### config.mk
export PLATFORM = sky130hd
export DESIGN_NAME = debounce_fsm
export DESIGN_NICKNAME = d
export VERILOG_FILES = /design/src/rtl/debounce_fsm.sv
export SDC_FILE = /design/constraint.sdc
export NUM_CORES = 1
export LEC_CHECK = 0
export CORE_MARGIN = 4
export CORE_UTILIZATION = 36
export DETAILED_ROUTE_END_ITERATION = 10
export DONT_BUFFER_PORTS = 1
export GPL_ROUTABILITY_DRIVEN = 0
export SYNTH_ARGS = -nofsm -noshare
export SYNTH_HDL_FRONTEND = slang
export SYNTH_SLANG_ARGS = --single-unit
### constraint.sdc
create_clock -name clk -period 3.3 [get_ports clk]
set_clock_uncertainty 0.05 [all_clocks]
set_input_delay 0.495 -clock clk [delete_from_list [all_inputs] [get_ports clk]]
set_output_delay 0.495 -clock clk [all_outputs]
set_load 0.02 [all_outputs]
### src/rtl/debounce_fsm.sv
// Debouncer for a raw level input: a level change is committed to signal_out only after
// STABLE_CYCLES consecutive agreeing samples. Define DEBOUNCE_SYNC_EN to add a 2-flop input synchronizer.
module debounce_fsm #(
    parameter int STABLE_CYCLES = 16,
    parameter int CNT_W         = 5
) (
    input  logic clk,
    input  logic rst_n,
    input  logic signal_in,
    output logic signal_out,
    output logic busy,
    output logic glitch
);

    typedef enum logic [1:0] {
        ST_LOW    = 2'b00,
        WAIT_HIGH = 2'b01,
        ST_HIGH   = 2'b10,
        WAIT_LOW  = 2'b11
    } state_t;

    localparam logic [CNT_W-1:0] LAST = CNT_W'(STABLE_CYCLES - 1);
    localparam logic [CNT_W-1:0] ONE  = CNT_W'(1);

    state_t           r_state, w_state_nxt;
    logic [CNT_W-1:0] r_cnt, w_cnt_nxt;
    logic             r_out, w_out_nxt;
    logic             r_glitch, w_glitch_nxt;
    logic             w_s;

`ifdef DEBOUNCE_SYNC_EN
    logic r_sync1, r_sync2;

    always_ff @(posedge clk or negedge rst_n) begin
        if (!rst_n) begin
            r_sync1 <= 1'b0;
            r_sync2 <= 1'b0;
        end else begin
            r_sync1 <= signal_in;
            r_sync2 <= r_sync1;
        end
    end

    assign w_s = r_sync2;
`else
    assign w_s = signal_in;
`endif

    always_ff @(posedge clk or negedge rst_n) begin
        if (!rst_n) begin
            r_state  <= ST_LOW;
            r_cnt    <= '0;
            r_out    <= 1'b0;
            r_glitch <= 1'b0;
        end else begin
            r_state  <= w_state_nxt;
            r_cnt    <= w_cnt_nxt;
            r_out    <= w_out_nxt;
            r_glitch <= w_glitch_nxt;
        end
    end

    // A disagreeing sample is tested before the count, so an abort wins over a commit.
    always_comb begin
        w_state_nxt  = r_state;
        w_cnt_nxt    = r_cnt;
        w_out_nxt    = r_out;
        w_glitch_nxt = 1'b0;
        case (r_state)
            ST_LOW: begin
                w_cnt_nxt = '0;
                w_out_nxt = 1'b0;
                if (w_s) begin
                    w_state_nxt = WAIT_HIGH;
                    w_cnt_nxt   = ONE;
                end
            end
            WAIT_HIGH: begin
                if (!w_s) begin
                    w_state_nxt  = ST_LOW;
                    w_cnt_nxt    = '0;
                    w_glitch_nxt = 1'b1;
                end else if (r_cnt == LAST) begin
                    w_state_nxt = ST_HIGH;
                    w_cnt_nxt   = '0;
                    w_out_nxt   = 1'b1;
                end else begin
                    w_cnt_nxt = r_cnt + ONE;
                end
            end
            ST_HIGH: begin
                w_cnt_nxt = '0;
                w_out_nxt = 1'b1;
                if (!w_s) begin
                    w_state_nxt = WAIT_LOW;
                    w_cnt_nxt   = ONE;
                end
            end
            WAIT_LOW: begin
                if (w_s) begin
                    w_state_nxt  = ST_HIGH;
                    w_cnt_nxt    = '0;
                    w_glitch_nxt = 1'b1;
                end else if (r_cnt == LAST) begin
                    w_state_nxt = ST_LOW;
                    w_cnt_nxt   = '0;
                    w_out_nxt   = 1'b0;
                end else begin
                    w_cnt_nxt = r_cnt + ONE;
                end
            end
            default: begin
                w_state_nxt = ST_LOW;
                w_cnt_nxt   = '0;
                w_out_nxt   = 1'b0;
            end
        endcase
    end

    assign signal_out = r_out;
    assign glitch     = r_glitch;
    assign busy       = (r_state == WAIT_HIGH) || (r_state == WAIT_LOW);

endmodule

==> results.sh, run 1 <==
export IMPL_htreeDepth=1
export IMPL_die_h_um=45.66
export IMPL_num_io_pins=6
export IMPL_fill_cells=126
export IMPL_outcome="finished clean"
export IMPL_synthTopCellsByArea="dfrtp_1, ha_1, nand4b_4"
export IMPL_synth_nets=53
export IMPL_drtIter0Drc=3
export IMPL_drtAntennaViolNets=0
export IMPL_crit_required_ns=2.75
export IMPL_cts_clk_slew_worst_paths_ns=0.06
export IMPL_wl_um=852
export IMPL_grt_overflow_total=0
export IMPL_synth_cell_types=20
export IMPL_grt_pass1_wl_um=1490
export IMPL_leakage_nw=0.3137
export IMPL_async_reset_ff_frac=1.000
export IMPL_wl_per_cell_um=13.31
export IMPL_antenna_found_initial=0
export IMPL_n_antenna_cell=0
export IMPL_insertion_delay_ns=0.26
export IMPL_syn_inst=44
export IMPL_power_density_mw_per_mm2=867.0
export IMPL_synth_main_ff_cell="dfrtp_1"
export IMPL_finalCritPeriodShare=0.5666
export IMPL_r2r_end="signal_out"
export IMPL_relSlewSlack=0.7283
export IMPL_root_buffer="clkbuf_4"
export IMPL_viasPerCell=5.109
export IMPL_report_final_slew_viol_count=0
export IMPL_num_rows=13
export IMPL_synth_top_area_cell="dfrtp_1"
export IMPL_synth_avg_cell_area_um2=11.60
export IMPL_io_buffers=0
export IMPL_die_w_um=45.66
export IMPL_area_growth_synth_to_final_pct=11.03
export IMPL_holdPathEnd="r_cnt[0]"
export IMPL_start_util=0.3875
export IMPL_worstRegToRegCells=5
export IMPL_period_needed_ns=1.870
export IMPL_critPathKind="register to output port"
export IMPL_layout_drive_gt1_share=0.2245
export IMPL_cts_tree="yes"
export IMPL_worstMarginPinSlew_ns=0.4062
export IMPL_critPathMaxFanout=4
export IMPL_vias=327
export IMPL_nets=59
export IMPL_grt_usage=0.1064
export IMPL_yosys_warnings=0
export IMPL_core_mm2=0.001318
export IMPL_tns_ns=0
export IMPL_clkSinkCount=9
export IMPL_cts_setup_buffers=0
export IMPL_fmax_ghz=0.5349
export IMPL_syn_cell_area_um2=510.5
export IMPL_hold_violations=0
export IMPL_synth_edf_count=0
export IMPL_numCtsBuffers=3
export IMPL_clock_path_buffers=2
export IMPL_hold_path_startpoint="signal_in"
export IMPL_holdCritPathClass="input port to register"
export IMPL_setup_viol=0
export IMPL_first_pass_iters=2
export IMPL_regToRegSetupSlack_ns=1.55
export IMPL_drc=0
export IMPL_synth_most_common_cell="dfrtp_1"
export IMPL_cp_arrival_ns=1.32
export IMPL_grt_max_degree=10
export IMPL_ys_seq_area_frac=0.4412
export IMPL_peakVddDrop_v=0.0003534
export IMPL_synthTopCellsByCount="dfrtp_1, ha_1, a21oi_1, inv_1"
export IMPL_startpoint_type="register"
export IMPL_fin_hold_ws_ns=0.3252
export IMPL_rsz0062_at_grt="false"
export IMPL_dieArea_mm2=0.002084
export IMPL_synth_top_area_frac=0.4412
export IMPL_holdPathStages=2
export IMPL_drv_cap=0
export IMPL_synth_seq_cells=9
export IMPL_end_kind="output port"
export IMPL_grt_pass1_vias=341
-- how the worst max path moves through the flow --
stage,start,end,slack (ns)
final,register,busy,1.43
after global routing,register,busy,1.35
after detailed placement,r_state[0],signal_out,1.56
after floorplan,r_state[0],signal_out,1.62
after CTS,r_state[0],busy,1.42
after global placement,register,signal_out,1.56
-- final cells by class --
class | count | area, µm² | area share
well taps | 15 | 18.77 | 0.03311
clock inverters | 1 | 5.005 | 0.008830
multi-input cells | 31 | 270.3 | 0.4768
repair buffers | 1 | 10.01 | 0.01766
inverters | 4 | 15.01 | 0.02649
flip-flops and latches | 9 | 225.2 | 0.3974
clock buffers | 3 | 22.52 | 0.03974
-- layout by cell type (no fill, tap or decap), drive strengths merged --
cell type,instances
a211oi,1
a21o,1
a21oi,4
a221oi,1
and3,3
clkbuf,3
clkinv,1
dfrtp,9
dlygate4sd3,1
ha,6
inv,4
mux2,2
mux2i,1
nand2b,1
nand3,2
nand4b,1
nor2,2
nor3,1
o2bb2ai,1
o31ai,1
or2,1
xnor2,2
-- critical path: stages, from the launching register on --
cell and delay [ns]:
dfrtp_1 0.37, inv_1 0.09, ha_1 0.23, or2_2 0.36
-- per-layer routing --
layer / global-route usage / part of all wire
met5: 0 / 0
met1: 0.1235 / 0.44
met4: 0.01754 / 0
met2: 0.1504 / 0.48
met3: 0.09091 / 0.087
-- kinds of logic (layout without fill, tap and decap cells) --
kind of cell    Yosys count  in the layout  synth area share
fa+ha+maj                 6              6            0.1471
mux                       3              3           0.06372
simple gates             11             11            0.1569
xor+xnor                  2              2           0.03432
flops                     9              9            0.4412
buf+inv                   4              9           0.02940
compound gates            9              9            0.1275
-- timing repair --
| item | in CTS | in global routing |
|---|---|---|
| hold buffers | 1 | 0 |
| endpoints found under the setup margin | 0 | 0 |
| endpoints found under the hold margin | 9 | 0 |
| gates resized for setup | 0 | 0 |
-- metrics by stage --
stage          power, mW    util  std cells  setup WS, ns  instance area (µm²)
5_1_grt           0.5442  0.4302         64         1.351                566.8
2_1_floorplan     0.3669       -         44         1.616                510.5
3_3_place_gp      0.4060  0.4017         59         1.558                529.3
6_report          0.4914  0.4302         64         1.430                566.8
3_5_place_dp      0.4090  0.4017         59         1.556                529.3
4_1_cts           0.5009  0.4302         64         1.420                566.8
-- power breakdown --
group,switching (mW),internal [mW],total [mW]
Sequential,0.0426,0.148,0.191
Clock,0.0397,0.0447,0.0844
Combinational,0.120,0.0964,0.216
No activity file was read; power rests on OpenSTA's default activity.
==> run 2, diff against run 1 <==
- clock period: 3.3 -> 1.6 ns (I/O delays scaled with it)
==> run 2 against run 1 <==
Largest cell class unchanged. Sequential cell count is the same. Die area is the same. Sequential power grew 120%. Clock-buffer cell count grew 1. Cell count grew 11%. Clock power grew 110%. Hold slack lost 0.24 ns. Cell area grew 16%. Sequential share of layout area shrank 5.1 points.
==> results.sh, run 2 (same netlist as run 1, synthesis figures left out) <==
export IMPL_outcome="finished clean"
export IMPL_wl_um=1029
export IMPL_path_cells="ha_4 > or2_4 > buf_6"
export IMPL_finalWorstSetupSlack_ns=0.01841
export IMPL_fin_area_um2=658.1
export IMPL_viasPerCell=5.183
export IMPL_nets=66
export IMPL_first_pass_iters=3
export IMPL_period_needed_ns=1.582
export IMPL_crit_slowest_cell="dfrtp_2"
export IMPL_holdCritPathClass="input port to register"
export IMPL_dp_cells=65
export IMPL_vias=368
export IMPL_power_total_mw=1.277
export IMPL_area_growth_synth_to_final_pct=28.92
export IMPL_grt_pass1_vias=369
export IMPL_critPathMaxFanout=4
export IMPL_fmax_ghz=0.6323
export IMPL_antenna_found_initial=0
export IMPL_grt_overflow_total=0
export IMPL_stdcell_count=71
export IMPL_report_final_slew_viol_count=0
export IMPL_pre_cts_slack_ns=0.002514
export IMPL_regArea_um2=227.7
export IMPL_fin_hold_ws_ns=0.08366
export IMPL_peakVddDrop_v=0.0009647
export IMPL_layout_drive_gt1_share=0.4286
export IMPL_tns_ns=0
export IMPL_end_kind="output port"
export IMPL_finalCritPeriodShare=0.9885
export IMPL_num_rows=13
export IMPL_num_io_pins=6
export IMPL_dieArea_mm2=0.002084
export IMPL_leakage_nw=0.3413
export IMPL_final_cell_mix="dfrtp_1, buf_4"
export IMPL_setup_viol=0
export IMPL_n_antenna_cell=0
export IMPL_grt_pass1_wl_um=1642
export IMPL_die_h_um=45.66
export IMPL_clock_path_buffers=2
export IMPL_cpPeakStageDelay_ns=0.45
export IMPL_grt_usage=0.1180
export IMPL_power_density_mw_per_mm2=1940
export IMPL_wl_per_cell_um=14.49
export IMPL_root_buffer="clkbuf_4"
export IMPL_hold_violations=0
export IMPL_numCtsBuffers=3
export IMPL_clkSinkCount=9
export IMPL_fill_cells=114
export IMPL_place_area_um2=576.8
export IMPL_drc=0
export IMPL_rsz0062_at_grt="true"
export IMPL_drv_cap=0
export IMPL_drtIter0Drc=9
export IMPL_crit_required_ns=1.31
export IMPL_multi_input_area_um2=304.0
export IMPL_relSlewSlack=0.7246
export IMPL_post_route_util=0.4995
export IMPL_startpoint_type="register"
export IMPL_layout_commonest_cell="dfrtp_1"
export IMPL_insertion_delay_ns=0.26
export IMPL_core_mm2=0.001318
export IMPL_cp_arrival_ns=1.29
export IMPL_cts_tree="yes"
export IMPL_grt_max_degree=10
export IMPL_worstMarginPinSlew_ns=0.4118
export IMPL_die_w_um=45.66
export IMPL_cts_clk_slew_worst_paths_ns=0.07
export IMPL_start_util=0.3875
export IMPL_drtAntennaViolNets=0
export IMPL_critPathKind="register to output port"
export IMPL_io_buffers=0
export IMPL_htreeDepth=1
export IMPL_dpl_hpwl_um=700
-- run 2: cell count changes in the layout (fill, tap and decap cells not counted), moves of 2 or more --
cell and change:
buf_4 +6, ha_1 -3, dfrtp_1 -2, dfrtp_2 +2
ha_4 +2
-- run 2: layer usage --
metal / wire (µm) / global-route usage / up-vias
met2: 471 / 0.1643 / 8
met5: 0 / 0 / -
met4: 0 / 0.05263 / 0
met1: 500 / 0.1484 / 180
li1: - / - / 180
met3: 58 / 0.06324 / 0
-- run 2: final timing paths --
path | startpoint | to | slack [ns] | cells after the start
setup / recovery | r_state[0] | busy | 0.02 | 3
hold / removal | signal_in | r_cnt[0] | 0.08 | 2
setup reg to reg | register | signal_out | 0.03 | 5
hold reg to reg | r_cnt[4] | r_cnt[4] | 0.48 | 1
max in group asynchronous | rst_n | async pin | 0.89 | 1
min in group asynchronous | rst_n | r_cnt[3] | 0.29 | 1
-- run 2: repair_timing --
action                                  CTS  global route
hold endpoints to repair                  9             0
buffers inserted                          1             0
endpoints found under the setup margin    2             5
resized for setup                         6             4
hold buffers                              1             0
pin swaps                                 1             1
-- run 2: critical path: cells and delay by family, from the launching register on --
kind	cells	cell delay [ns]
adder cells (fa/ha/maj)	1	0.18
buffers and inverters	1	0.13
flip-flops	1	0.45
AND/OR/NAND/NOR	1	0.26
-- run 2: final cells by class --
class / count / share of cell area
multi-input combinational: 31 / 0.4620
sequential: 9 / 0.3460
timing repair buffer: 8 / 0.1008
clock buffer: 4 / 0.03992
tap: 15 / 0.02852
inverter: 4 / 0.02281
-- run 2: power breakdown --
part           switching [mW]  internal (mW)  leakage (nW)
sequential              0.109          0.311         0.113
clock                  0.0800         0.0960        0.0150
combinational           0.312          0.370         0.213
total                   0.500          0.776         0.341
==> run 3, diff against run 2 <==
- SETUP_SLACK_MARGIN: unset -> 0.02
- TNS_END_PERCENT: unset -> 50
==> run 3 against run 2 <==
Sequential power is 6.4% lower. Cell area is 4.6% lower. Maximum frequency is 0.73% higher. Largest cell class unchanged. Routed wire length is 12% lower. Die area stayed put. Non-clock buffer count is 1 lower. Setup slack better by 0.012 ns. Sequential cell count stayed put.
==> results.sh, run 3 (same netlist as run 1, synthesis figures left out) <==
export IMPL_wl_per_cell_um=12.90
export IMPL_first_pass_iters=3
export IMPL_end_kind="output port"
export IMPL_start_util=0.3875
export IMPL_grt_pass1_wl_um=1669
export IMPL_outcome="finished clean"
export IMPL_num_io_pins=6
export IMPL_drv_cap=0
export IMPL_antenna_found_initial=0
export IMPL_stdcell_count=70
export IMPL_rsz0062_at_grt="true"
export IMPL_nets=65
export IMPL_grt_usage=0.1200
export IMPL_drc=0
export IMPL_peakVddDrop_v=0.0008562
export IMPL_htreeDepth=1
export IMPL_drtAntennaViolNets=0
export IMPL_leakage_nw=0.3356
export IMPL_viasPerCell=5.014
export IMPL_crit_slowest_cell="dfrtp_1"
export IMPL_report_final_slew_viol_count=0
export IMPL_clkSinkCount=9
export IMPL_numCtsBuffers=3
export IMPL_path_cells="inv_2 > ha_2 > or2_4 > buf_6"
export IMPL_crit_required_ns=1.31
export IMPL_layout_commonest_cell="dfrtp_1"
export IMPL_finalCritPeriodShare=0.9813
export IMPL_die_h_um=45.66
export IMPL_clock_path_buffers=2
export IMPL_vias=351
export IMPL_final_cell_mix="dfrtp_1, buf_4"
export IMPL_setup_viol=0
export IMPL_grt_pass1_vias=373
export IMPL_cp_arrival_ns=1.28
export IMPL_core_mm2=0.001318
export IMPL_critPathKind="register to output port"
export IMPL_n_antenna_cell=0
export IMPL_critPathMaxFanout=4
export IMPL_root_buffer="clkbuf_4"
export IMPL_period_needed_ns=1.570
export IMPL_grt_overflow_total=0
export IMPL_tns_ns=0
export IMPL_relSlewSlack=0.7261
export IMPL_fin_area_um2=628.1
export IMPL_power_density_mw_per_mm2=1888
export IMPL_hold_violations=0
export IMPL_layout_drive_gt1_share=0.3818
export IMPL_post_route_util=0.4767
export IMPL_worstMarginPinSlew_ns=0.4095
export IMPL_dpl_hpwl_um=674.8
export IMPL_io_buffers=0
export IMPL_drtIter0Drc=6
export IMPL_dp_cells=64
export IMPL_insertion_delay_ns=0.26
export IMPL_wl_um=903
export IMPL_cts_clk_slew_worst_paths_ns=0.05
export IMPL_startpoint_type="register"
export IMPL_cpPeakStageDelay_ns=0.39
export IMPL_area_growth_synth_to_final_pct=23.04
export IMPL_cts_tree="yes"
export IMPL_grt_max_degree=10
export IMPL_die_w_um=45.66
export IMPL_num_rows=13
export IMPL_dieArea_mm2=0.002084
export IMPL_place_area_um2=571.8
export IMPL_fmax_ghz=0.6369
export IMPL_holdCritPathClass="input port to register"
## run 3: cell types whose count changed in the layout (fill, tap and decap cells not counted)
cell,delta
ha_2,+2
ha_4,-2
dfrtp_1,+2
dfrtp_2,-2
buf_4,-1
## run 3: metal layers
layer | up-vias | part of all wire | global-route usage
met5 | - | 0 | 0
met4 | 0 | 0.011 | 0.05263
met3 | 2 | 0.086 | 0.07905
met2 | 10 | 0.46 | 0.1755
met1 | 160 | 0.44 | 0.1349
li1 | 179 | - | -
## run 3: final timing paths
kind / from / to / slack (ns) / cells after the start
setup / recovery: register / busy / 0.03 / 4
max in group asynchronous: rst_n / async pin / 0.91 / 1
hold reg to reg: r_cnt[4] / r_cnt[4] / 0.47 / 1
min in group asynchronous: rst_n / r_cnt[3] / 0.29 / 1
setup reg to reg: register / signal_out / 0.05 / 5
hold / removal: signal_in / r_cnt[0] / 0.08 / 2
## run 3: per-stage QoR
stage	total power [mW]	hold slack, ns	setup WS, ns
2_1_floorplan	0.7752	-0.1056	0.03488
3_3_place_gp	0.9497	-0.1054	0.001968
3_5_place_dp	0.9560	-0.1054	-0.01090
4_1_cts	1.181	0.07582	0.01995
5_1_grt	1.304	0.1036	-0.02957
6_report	1.186	0.08210	0.02994
## run 3: critical path: cells and delay by family (launching register included)
family	cells	cell delay (ns)
buffers and inverters	2	0.19
adders and majority gates	1	0.19
and+or+nand+nor	1	0.24
DFF	1	0.39
## run 3: cell type report
class                           count  area [µm²]
Timing Repair Buffer                7       58.81
Clock buffer                        4       26.28
Sequential cell                     9       225.2
Tap cell                           15       18.77
Inverter                            4       15.01
Fill cell                         131       689.4
Multi-Input combinational cell     31       284.0
## run 3: repair_timing
item	CTS	global route
pin swaps	1	0
hold buffers	1	0
endpoints found under the setup margin	2	5
hold endpoints to repair	9	0
gates resized for setup	3	2
buffers inserted	1	0
## run 3: where the power goes
part	internal (mW)	switching (mW)	leakage, nW
Clock	0.0959	0.0764	0.0150
Combinational	0.331	0.289	0.205
Sequential	0.306	0.0876	0.115
Total	0.733	0.453	0.336
